File: config.mk
export PLATFORM = sky130hd
export DESIGN_NAME = sr_latch_driver_flat
export DESIGN_NICKNAME = d
export VERILOG_FILES = /design/src/rtl/sr_latch_driver_pkg.sv /design/src/rtl/sr_latch_driver_if.sv /design/src/rtl/sr_latch_driver_pulse_timer.sv /design/src/rtl/sr_latch_driver.sv /design/src/flat_wrapper.sv
export SDC_FILE = /design/constraint.sdc
export NUM_CORES = 1
export LEC_CHECK = 0
export CAP_MARGIN = 0
export CORE_UTILIZATION = 38
export DETAILED_ROUTE_END_ITERATION = 10
export PLACE_DENSITY = 0.83
export SLEW_MARGIN = 25
export SYNTH_ARGS = -nofsm -noshare
export SYNTH_HDL_FRONTEND = slang
export SYNTH_SLANG_ARGS = --single-unit
File: constraint.sdc
create_clock -name clk -period 2.6 [get_ports clk]
set_clock_uncertainty 0.1 [all_clocks]
set_input_delay 0.52 -clock clk [delete_from_list [all_inputs] [get_ports clk]]
set_output_delay 0.52 -clock clk [all_outputs]
set_load 0.1 [all_outputs]
File: src/rtl/sr_latch_driver_pkg.sv
// Shared types and elaboration helpers for the SR latch write driver.
package sr_pkg;

  typedef enum logic [1:0] {
    IDLE,
    PULSE,
    GAP,
    CHECK
  } sr_state_e;

  localparam int N_LATCH_MIN      = 2;
  localparam int N_LATCH_MAX      = 256;
  localparam int PULSE_CYCLES_MIN = 1;
  localparam int GAP_CYCLES_MIN   = 0;

  // The timer holds at most max(P, G) - 1, so this is the bit width needed.
  function automatic int max_w(input int pulse_cycles, input int gap_cycles);
    int m;
    m = (pulse_cycles > gap_cycles) ? pulse_cycles : gap_cycles;
    return (m <= 2) ? 1 : $clog2(m);
  endfunction

endpackage

File: src/rtl/sr_latch_driver_if.sv
// Write-request handshake between a requester and sr_latch_driver.
interface sr_latch_driver_if #(
  parameter int AW = 3
);
  logic          req_valid;
  logic          req_ready;
  logic [AW-1:0] req_addr;
  logic          req_data;

  modport master (output req_valid, output req_addr, output req_data, input req_ready);
  modport slave  (input req_valid, input req_addr, input req_data, output req_ready);
endinterface

File: src/rtl/sr_latch_driver_pulse_timer.sv
// Loadable down-counter with zero flag, shared by the pulse and gap phases.
module sr_pulse_timer #(
  parameter int CW = 1
) (
  input  logic          clk,
  input  logic          rst,
  input  logic          load,
  input  logic          dec,
  input  logic [CW-1:0] load_val,
  output logic          zero
);

  logic [CW-1:0] cnt;

  always_ff @(posedge clk or posedge rst) begin
    if (rst) begin
      cnt <= '0;
    end else if (load) begin
      cnt <= load_val;
    end else if (dec && (cnt != '0)) begin
      cnt <= cnt - 1'b1;
    end
  end

  assign zero = (cnt == '0);

endmodule

File: src/rtl/sr_latch_driver.sv
// Write-side controller for a bank of SR latches: one-hot S/R pulse, dead time, readback.
// Optional SR_SHADOW_SKIP_EN: skip the pulse when a verified shadow copy already matches.
module sr_latch_driver
  import sr_pkg::*;
#(
  parameter int N_LATCH      = 8,
  parameter int AW           = $clog2(N_LATCH),
  parameter int PULSE_CYCLES = 2,
  parameter int GAP_CYCLES   = 1
) (
  input  logic               clk,
  input  logic               rst,
  sr_latch_driver_if.slave   req,
  output logic [N_LATCH-1:0] s_out,
  output logic [N_LATCH-1:0] r_out,
  input  logic [N_LATCH-1:0] q_in,
  output logic               busy,
  output logic               done,
  output logic               err
);

  if (N_LATCH < N_LATCH_MIN || N_LATCH > N_LATCH_MAX) begin : g_bad_n_latch
    $error("sr_latch_driver: N_LATCH out of range");
  end
  if (PULSE_CYCLES < PULSE_CYCLES_MIN || GAP_CYCLES < GAP_CYCLES_MIN) begin : g_bad_timing
    $error("sr_latch_driver: PULSE_CYCLES/GAP_CYCLES out of range");
  end
  if (AW < $clog2(N_LATCH)) begin : g_bad_aw
    $error("sr_latch_driver: AW too narrow for N_LATCH");
  end

  localparam int                 CW         = max_w(PULSE_CYCLES, GAP_CYCLES);
  localparam logic [CW-1:0]      PULSE_LOAD = CW'(PULSE_CYCLES - 1);
  localparam logic [CW-1:0]      GAP_LOAD   = CW'((GAP_CYCLES > 0) ? GAP_CYCLES - 1 : 0);
  localparam logic [N_LATCH-1:0] ONE        = N_LATCH'(1);

  sr_state_e     state, state_nx;
  logic [AW-1:0] addr_q;
  logic          data_q;
  logic          bad_q;

  logic               accept, req_bad, req_skip;
  logic               t_load, t_dec, t_zero;
  logic [CW-1:0]      t_load_val;
  logic [N_LATCH-1:0] sel;
  logic               q_rd;

  assign req.req_ready = (state == IDLE);
  assign accept        = req.req_valid & req.req_ready;
  assign req_bad       = (32'(req.req_addr) >= N_LATCH);

  // Shifting by an out-of-range address yields all zeros, so bad writes select nothing.
  assign sel  = ONE << addr_q;
  assign q_rd = |(q_in & sel);

  assign busy = (state != IDLE);
  assign done = (state == CHECK);
  assign err  = done & (bad_q | (q_rd != data_q));

  sr_pulse_timer #(
    .CW(CW)
  ) u_timer (
    .clk     (clk),
    .rst     (rst),
    .load    (t_load),
    .dec     (t_dec),
    .load_val(t_load_val),
    .zero    (t_zero)
  );

`ifdef SR_SHADOW_SKIP_EN
  logic [N_LATCH-1:0] shadow_val, shadow_ok, req_sel;

  assign req_sel  = ONE << req.req_addr;
  assign req_skip = |(req_sel & shadow_ok & ~(shadow_val ^ {N_LATCH{req.req_data}}));

  always_ff @(posedge clk or posedge rst) begin
    if (rst) begin
      shadow_val <= '0;
      shadow_ok  <= '0;
    end else if (state == CHECK) begin
      if (err) begin
        shadow_ok <= shadow_ok & ~sel;
      end else begin
        shadow_ok  <= shadow_ok | sel;
        shadow_val <= data_q ? (shadow_val | sel) : (shadow_val & ~sel);
      end
    end
  end
`else
  assign req_skip = 1'b0;
`endif

  always_ff @(posedge clk or posedge rst) begin
    if (rst) begin
      state  <= IDLE;
      addr_q <= '0;
      data_q <= 1'b0;
      bad_q  <= 1'b0;
    end else begin
      state <= state_nx;
      if (accept) begin
        addr_q <= req.req_addr;
        data_q <= req.req_data;
        bad_q  <= req_bad;
      end
    end
  end

  always_comb begin
    state_nx   = state;
    t_load     = 1'b0;
    t_dec      = 1'b0;
    t_load_val = PULSE_LOAD;
    s_out      = '0;
    r_out      = '0;
    unique case (state)
      IDLE: begin
        if (accept) begin
          if (req_bad || req_skip) begin
            state_nx = CHECK;
          end else begin
            state_nx = PULSE;
            t_load   = 1'b1;
          end
        end
      end
      PULSE: begin
        s_out = data_q ? sel : '0;
        r_out = data_q ? '0 : sel;
        t_dec = 1'b1;
        if (t_zero) begin
          if (GAP_CYCLES == 0) begin
            state_nx = CHECK;
          end else begin
            state_nx   = GAP;
            t_load     = 1'b1;
            t_load_val = GAP_LOAD;
          end
        end
      end
      GAP: begin
        t_dec = 1'b1;
        if (t_zero) state_nx = CHECK;
      end
      CHECK:   state_nx = IDLE;
      default: state_nx = IDLE;
    endcase
  end

endmodule

File: src/flat_wrapper.sv
// flat-port wrapper written by rule: the top's interface ports become plain ports
module sr_latch_driver_flat import sr_pkg::*;
#(
  parameter int N_LATCH      = 8,
  parameter int AW           = $clog2(N_LATCH),
  parameter int PULSE_CYCLES = 2,
  parameter int GAP_CYCLES   = 1
)
  (clk, rst, s_out, r_out, q_in, busy, done, err, req_req_valid, req_req_addr, req_req_data, req_req_ready);
  sr_latch_driver_if #(.AW(AW)) req_i ();
  input  logic clk;
  input  logic rst;
  output logic [N_LATCH-1:0] s_out;
  output logic [N_LATCH-1:0] r_out;
  input  logic [N_LATCH-1:0] q_in;
  output logic busy;
  output logic done;
  output logic err;
  input wire logic [$bits(req_i.req_valid)-1:0] req_req_valid;
  input wire logic [$bits(req_i.req_addr)-1:0] req_req_addr;
  input wire logic [$bits(req_i.req_data)-1:0] req_req_data;
  output wire logic [$bits(req_i.req_ready)-1:0] req_req_ready;
  assign req_i.req_valid = req_req_valid;
  assign req_i.req_addr = req_req_addr;
  assign req_i.req_data = req_req_data;
  assign req_req_ready = req_i.req_ready;
  sr_latch_driver #(.N_LATCH(N_LATCH), .AW(AW), .PULSE_CYCLES(PULSE_CYCLES), .GAP_CYCLES(GAP_CYCLES)) u_core (.clk(clk), .rst(rst), .req(req_i), .s_out(s_out), .r_out(r_out), .q_in(q_in), .busy(busy), .done(done), .err(err));
endmodule
# Word-level counts from Yosys, hierarchy flattened
# Cells that the tools add are included.
[word_totals] ff_bits=7 in_bits=15 word_cells=39
[op_classes] addsub=1 eq_ne=7 n_shift=1 mux=16 n_bitwise=3 reduce_logical=7
[ops] operator="8-bit 2-to-1 mux" n=4
[ops] operator="8-bit bitwise AND" n=1
[ops] operator="2-bit one-hot mux with 4 select lines" n=1
[ops] operator="8-bit OR reduction" n=1
[ops] operator="1-bit by 3-bit << shifter with 8-bit output, first input constant" n=1
[ops] operator="1-bit 2-to-1 mux" n=7
[ops] operator="2-bit 2-to-1 mux" n=3
[ops] operator="2-bit != test, second input constant" n=3
[ops] operator="2-bit equality test, second input constant" n=2
[ops] operator="2-bit nonzero test" n=2
[ops] operator="3-bit AND reduction" n=1
[ops] operator="1-bit bitwise AND" n=2
[ops] operator="2-bit by 1-bit equality test with 1-bit output, second input constant" n=1
[ops] operator="2-bit logical NOT" n=1
[ops] operator="1-bit one-hot mux with 2 select lines" n=1
[ops] operator="2-bit OR reduction" n=1
[ops] operator="1-bit logical AND" n=1
[ops] operator="1-bit != test" n=1
[ops] operator="1-bit subtractor, second input constant" n=1

# Longest topological paths before layout
[logic_depth] word_depth=6 depth_mapped=5 ltp_nobuf=5

# Hierarchy
# Synthesis repeated with hierarchy kept, for this count alone.
[unflattened] hier_cells=65 hier_area_um2=573.0
[modules_own_cells] module="sr_latch_driver" n_inst=1 cells_each=60 area_each_um2=524.3 seq_area_each_um2=150.1
[modules_own_cells] module="sr_pulse_timer" n_inst=1 cells_each=5 area_each_um2=48.8 seq_area_each_um2=25.0

# Worst setup path before layout
# OpenSTA, ideal clock, no wires.
[synth_path] kind="register to output" start="register u_core.state[1]" end="output port r_out[0]" arrival_ps=3230 t_required_ps=1980 setup_slack_ps=-1250 path_stages_with_launch=5 cell_sequence="dfrtp_1 -> inv_1 -> ha_1 -> or3b_2 -> nor3_1"
[synth_between] elab_chain_cells=2
[synth_lines] item="from (decl)" line_no="sr_latch_driver.sv:37" source="sr_state_e state, state_nx;"
[synth_lines] item="from (signal assigned)" line_no="sr_latch_driver.sv:101" source="state <= state_nx;"
[synth_lines] item="2-bit by 1-bit equality test with 1-bit output" line_no="sr_latch_driver.sv:117" source="unique case (state)"
[synth_lines] item="8-bit 2-to-1 mux" line_no="sr_latch_driver.sv:117"
[synth_lines] item="to (decl)" line_no="flat_wrapper.sv:14" source="output logic [N_LATCH-1:0] r_out;"
# Every way passes these cells.

# Worst setup path after layout
# Ends and elaborated chain as after synthesis.

==> summary.txt <==
Status
  • Outcome: finished, final reports clean

Logic synthesis
  • FF+latch count, synth: 7
  • Mean post-synth cell area: ~9.1 um^2
  • Post-synth top area share: between 30% and 40%
  • Synth top area cells: dfrtp_1 31%, ha_1 11%, mux2i_1 11%
  • Synth Net Count: between 80 and 90
  • Async S/R FF share, synth: between 90% and 100%
  • Count leader, synth: nor2_1
  • Synth area leader: dfrtp_1
  • Post-synthesis sequential area ratio: around a third
  • Synthesized area: ~560 um^2
  • Commonest cells post-synth: 13 x nor2_1, 7 x dfrtp_1, 6 x mux2i_1, 5 x ha_1, 5 x mux2_2
  • Number of synthesized flops with an enable pin: 0
  • Synth unique cells: 18
  • Ys flop type: dfrtp_1
  • Synth warnings: 0
  • Mapped Cells: around 60

Floorplan
  • Initial Util: a little over two fifths
  • Die Height: just over 40 um
  • Core box area: 1330 um^2
  • Die W: between 40 and 50 um
  • DIE AREA: about 1600 um^2
  • Site row count: 13
  • I/O Pins: 35

STA
  • Rel. slew slack: ~74%
  • Final Max Slew Viols: 0
  • RSZ-0062 raised after global routing: no
  • Final Hold Slack: 421 ps
  • Post-Route Setup TNS: 0 ps
  • Final hold viol count: 0
  • Worst Max-Slew Pin Slew: around 380 ps
  • F_max: between 0.3 and 0.4 GHz
  • Final period util: 97.1%
  • Final min period: roughly 2500 ps
  • Setup violations, final: 0

Clocking
  • Post-CTS Setup Bufs: 0
  • Sink Count: 7
  • Hold buffer count at CTS: 0
  • Clock tree from TritonCTS: done
  • Number of H-tree levels: 1
  • Clk_lat worst skew: 270 ps
  • Longest Clk Path Bufs: 2
  • CTS clock-pin slew for the worst setup and hold paths: roughly 60 ps
  • CTS buffer count: 3
  • Root Buffer: clkbuf_4

Worst setup path
  • Endpoint type of the worst setup path: output pin
  • Crit start category: flip-flop
  • CP top delay family: simple AND/OR/NAND/NOR gates
  • CP cell instances: inv_1 > ha_1 > or3b_2 > nor3_4 > buf_12
  • Critical path's slowest cell: or3b_2
  • Max Fanout on Critical Path: 4
  • Worst EP required: 1980 ps
  • Worst path max stage delay: between 500 and 600 ps
  • CP bufs+invs: 2
  • Critical path type: reg -> out
  • Data arrival, critical path: around 1900 ps

GRT
  • Global Route Usage Sum: between 20% and 30%
  • Initial antenna violation count: 0
  • Gr ovfl total: 0
  • First-pass GRT wire length: around 2.7 mm
  • Largest net degree at the start of global routing: 9
  • Vias in the first global route: 582

Drt
  • Routed via count: a little under 600
  • Drt pass-1 iters: 4
  • Routed WL per cell: around 16 um
  • Antenna viol nets, final: 0
  • Initial DRC count: 17
  • Vias per Instance: between 5 and 6
  • Remaining DRCs: 0
  • WL final: around 1.8 mm

Finish
  • Ant diodes: 0
  • Synth-to-layout area growth: 119%
  • # nets final: approximately 120
  • Final Util: around nine tenths
  • Post-route cell area: 1220 um^2
  • Share of layout cells above drive strength 1: a little over half

Pwr
  • Pleak: 0.000561 uW
  • Final Power: between 1000 and 1500 uW
  • Worst IR Drop VDD: approximately 1.2 mV
  • Power per Cell Area: 1220 nW/um^2

Run
  • Max-Cap Viols: 0

Placement
  • Cell Area, Placed: 1170 um^2
  • Gpl congestion: just under 0.7
  • HPWL Detailed: around 1.5 mm
  • I/O Buffers: 34

Worst hold path
  • Hold Path Class: in -> async
[through the flow]
step,std cells,setup slack (ps)
finish,115,75.9
global route,115,14.9
CTS,115,7.01
detailed placement,111,-2.58
global placement,111,38.4
floorplan,61,-430
[power by group]
group / switching [uW] / internal [uW]
Clock: 47.9 / 56.6
Combinational: 755 / 392
Sequential: 70.8 / 165
[cell usage in the layout (no fill, tap or decap), drive strengths merged]
cell,count
nand2b,2
dlymetal6s2s,7
clkdlybuf4s50,6
o2bb2ai,1
or2b,1
dfrtp,7
nor3,4
o21ai,2
clkinv,1
nand3,1
nor2,13
ha,5
nand2,4
mux2,5
buf,23
clkbuf,3
or3b,1
dlygate4sd2,1
nand3b,2
mux4,1
mux2i,6
inv,4
[sequential cells by signal, indices dropped and copies added, names as in the netlist]
name and count:
u_core.state 2, u_core.addr_q 3, u_core.u_timer.cnt 1, u_core.data_q 1
[repair_timing]
action                                  4_1_cts  5_1_grt
hold endpoints to repair                      0        0
endpoints found under the setup margin        1        2
resized for setup                             1        8
[cells by family (layout without fill, tap and decap cells)]
logic type               after synthesis  after routing  synth area share, %
multiplexers                          12             12                 24.9
AND/OR/NAND/NOR                       28             28                 23.8
buffers and inverters                  6             45                 5.38
AO/OA/AOI/OAI                          3              3                 3.36
adder cells (fa/ha/maj)                5              5                 11.2
flip-flops                             7              7                 31.4
[per-layer routing]
| metal | vias up | global-route usage (%) | share of wire, % |
|---|---|---|---|
| met2 | 30 | 49.6 | 55 |
| li1 | 287 | - | - |
| met4 | 0 | 13.3 | 0.45 |
| met3 | 2 | 5.00 | 7.6 |
| met1 | 276 | 27.1 | 37 |
| met5 | - | 0 | 0 |
[cell type report]
cell class	instances	area, um^2
inverters	4	15.0
multi-input cells	48	443
flip-flops and latches	7	175
well taps	15	18.8
clock inverters	1	5.00
clock buffers	3	22.5
fillers	58	113
repair buffers	37	542
[final timing paths]
path | slack [ps] | endpoint | from | cells past startpoint
setup / recovery | 80 | r_out[0] | u_core.state[1] | 5
hold / removal | 420 | u_core.state[1] | rst | 2
setup reg to reg | 860 | u_core.state[1] | u_core.state[0] | 5
hold reg to reg | 430 | u_core.u_timer.cnt | u_core.u_timer.cnt | 1
max in group asynchronous | 1740 | u_core.addr_q[2] | rst | 2
min in group clk | 430 | u_core.u_timer.cnt | u_core.u_timer.cnt | 1
No activity file was read; power rests on OpenSTA's default activity.
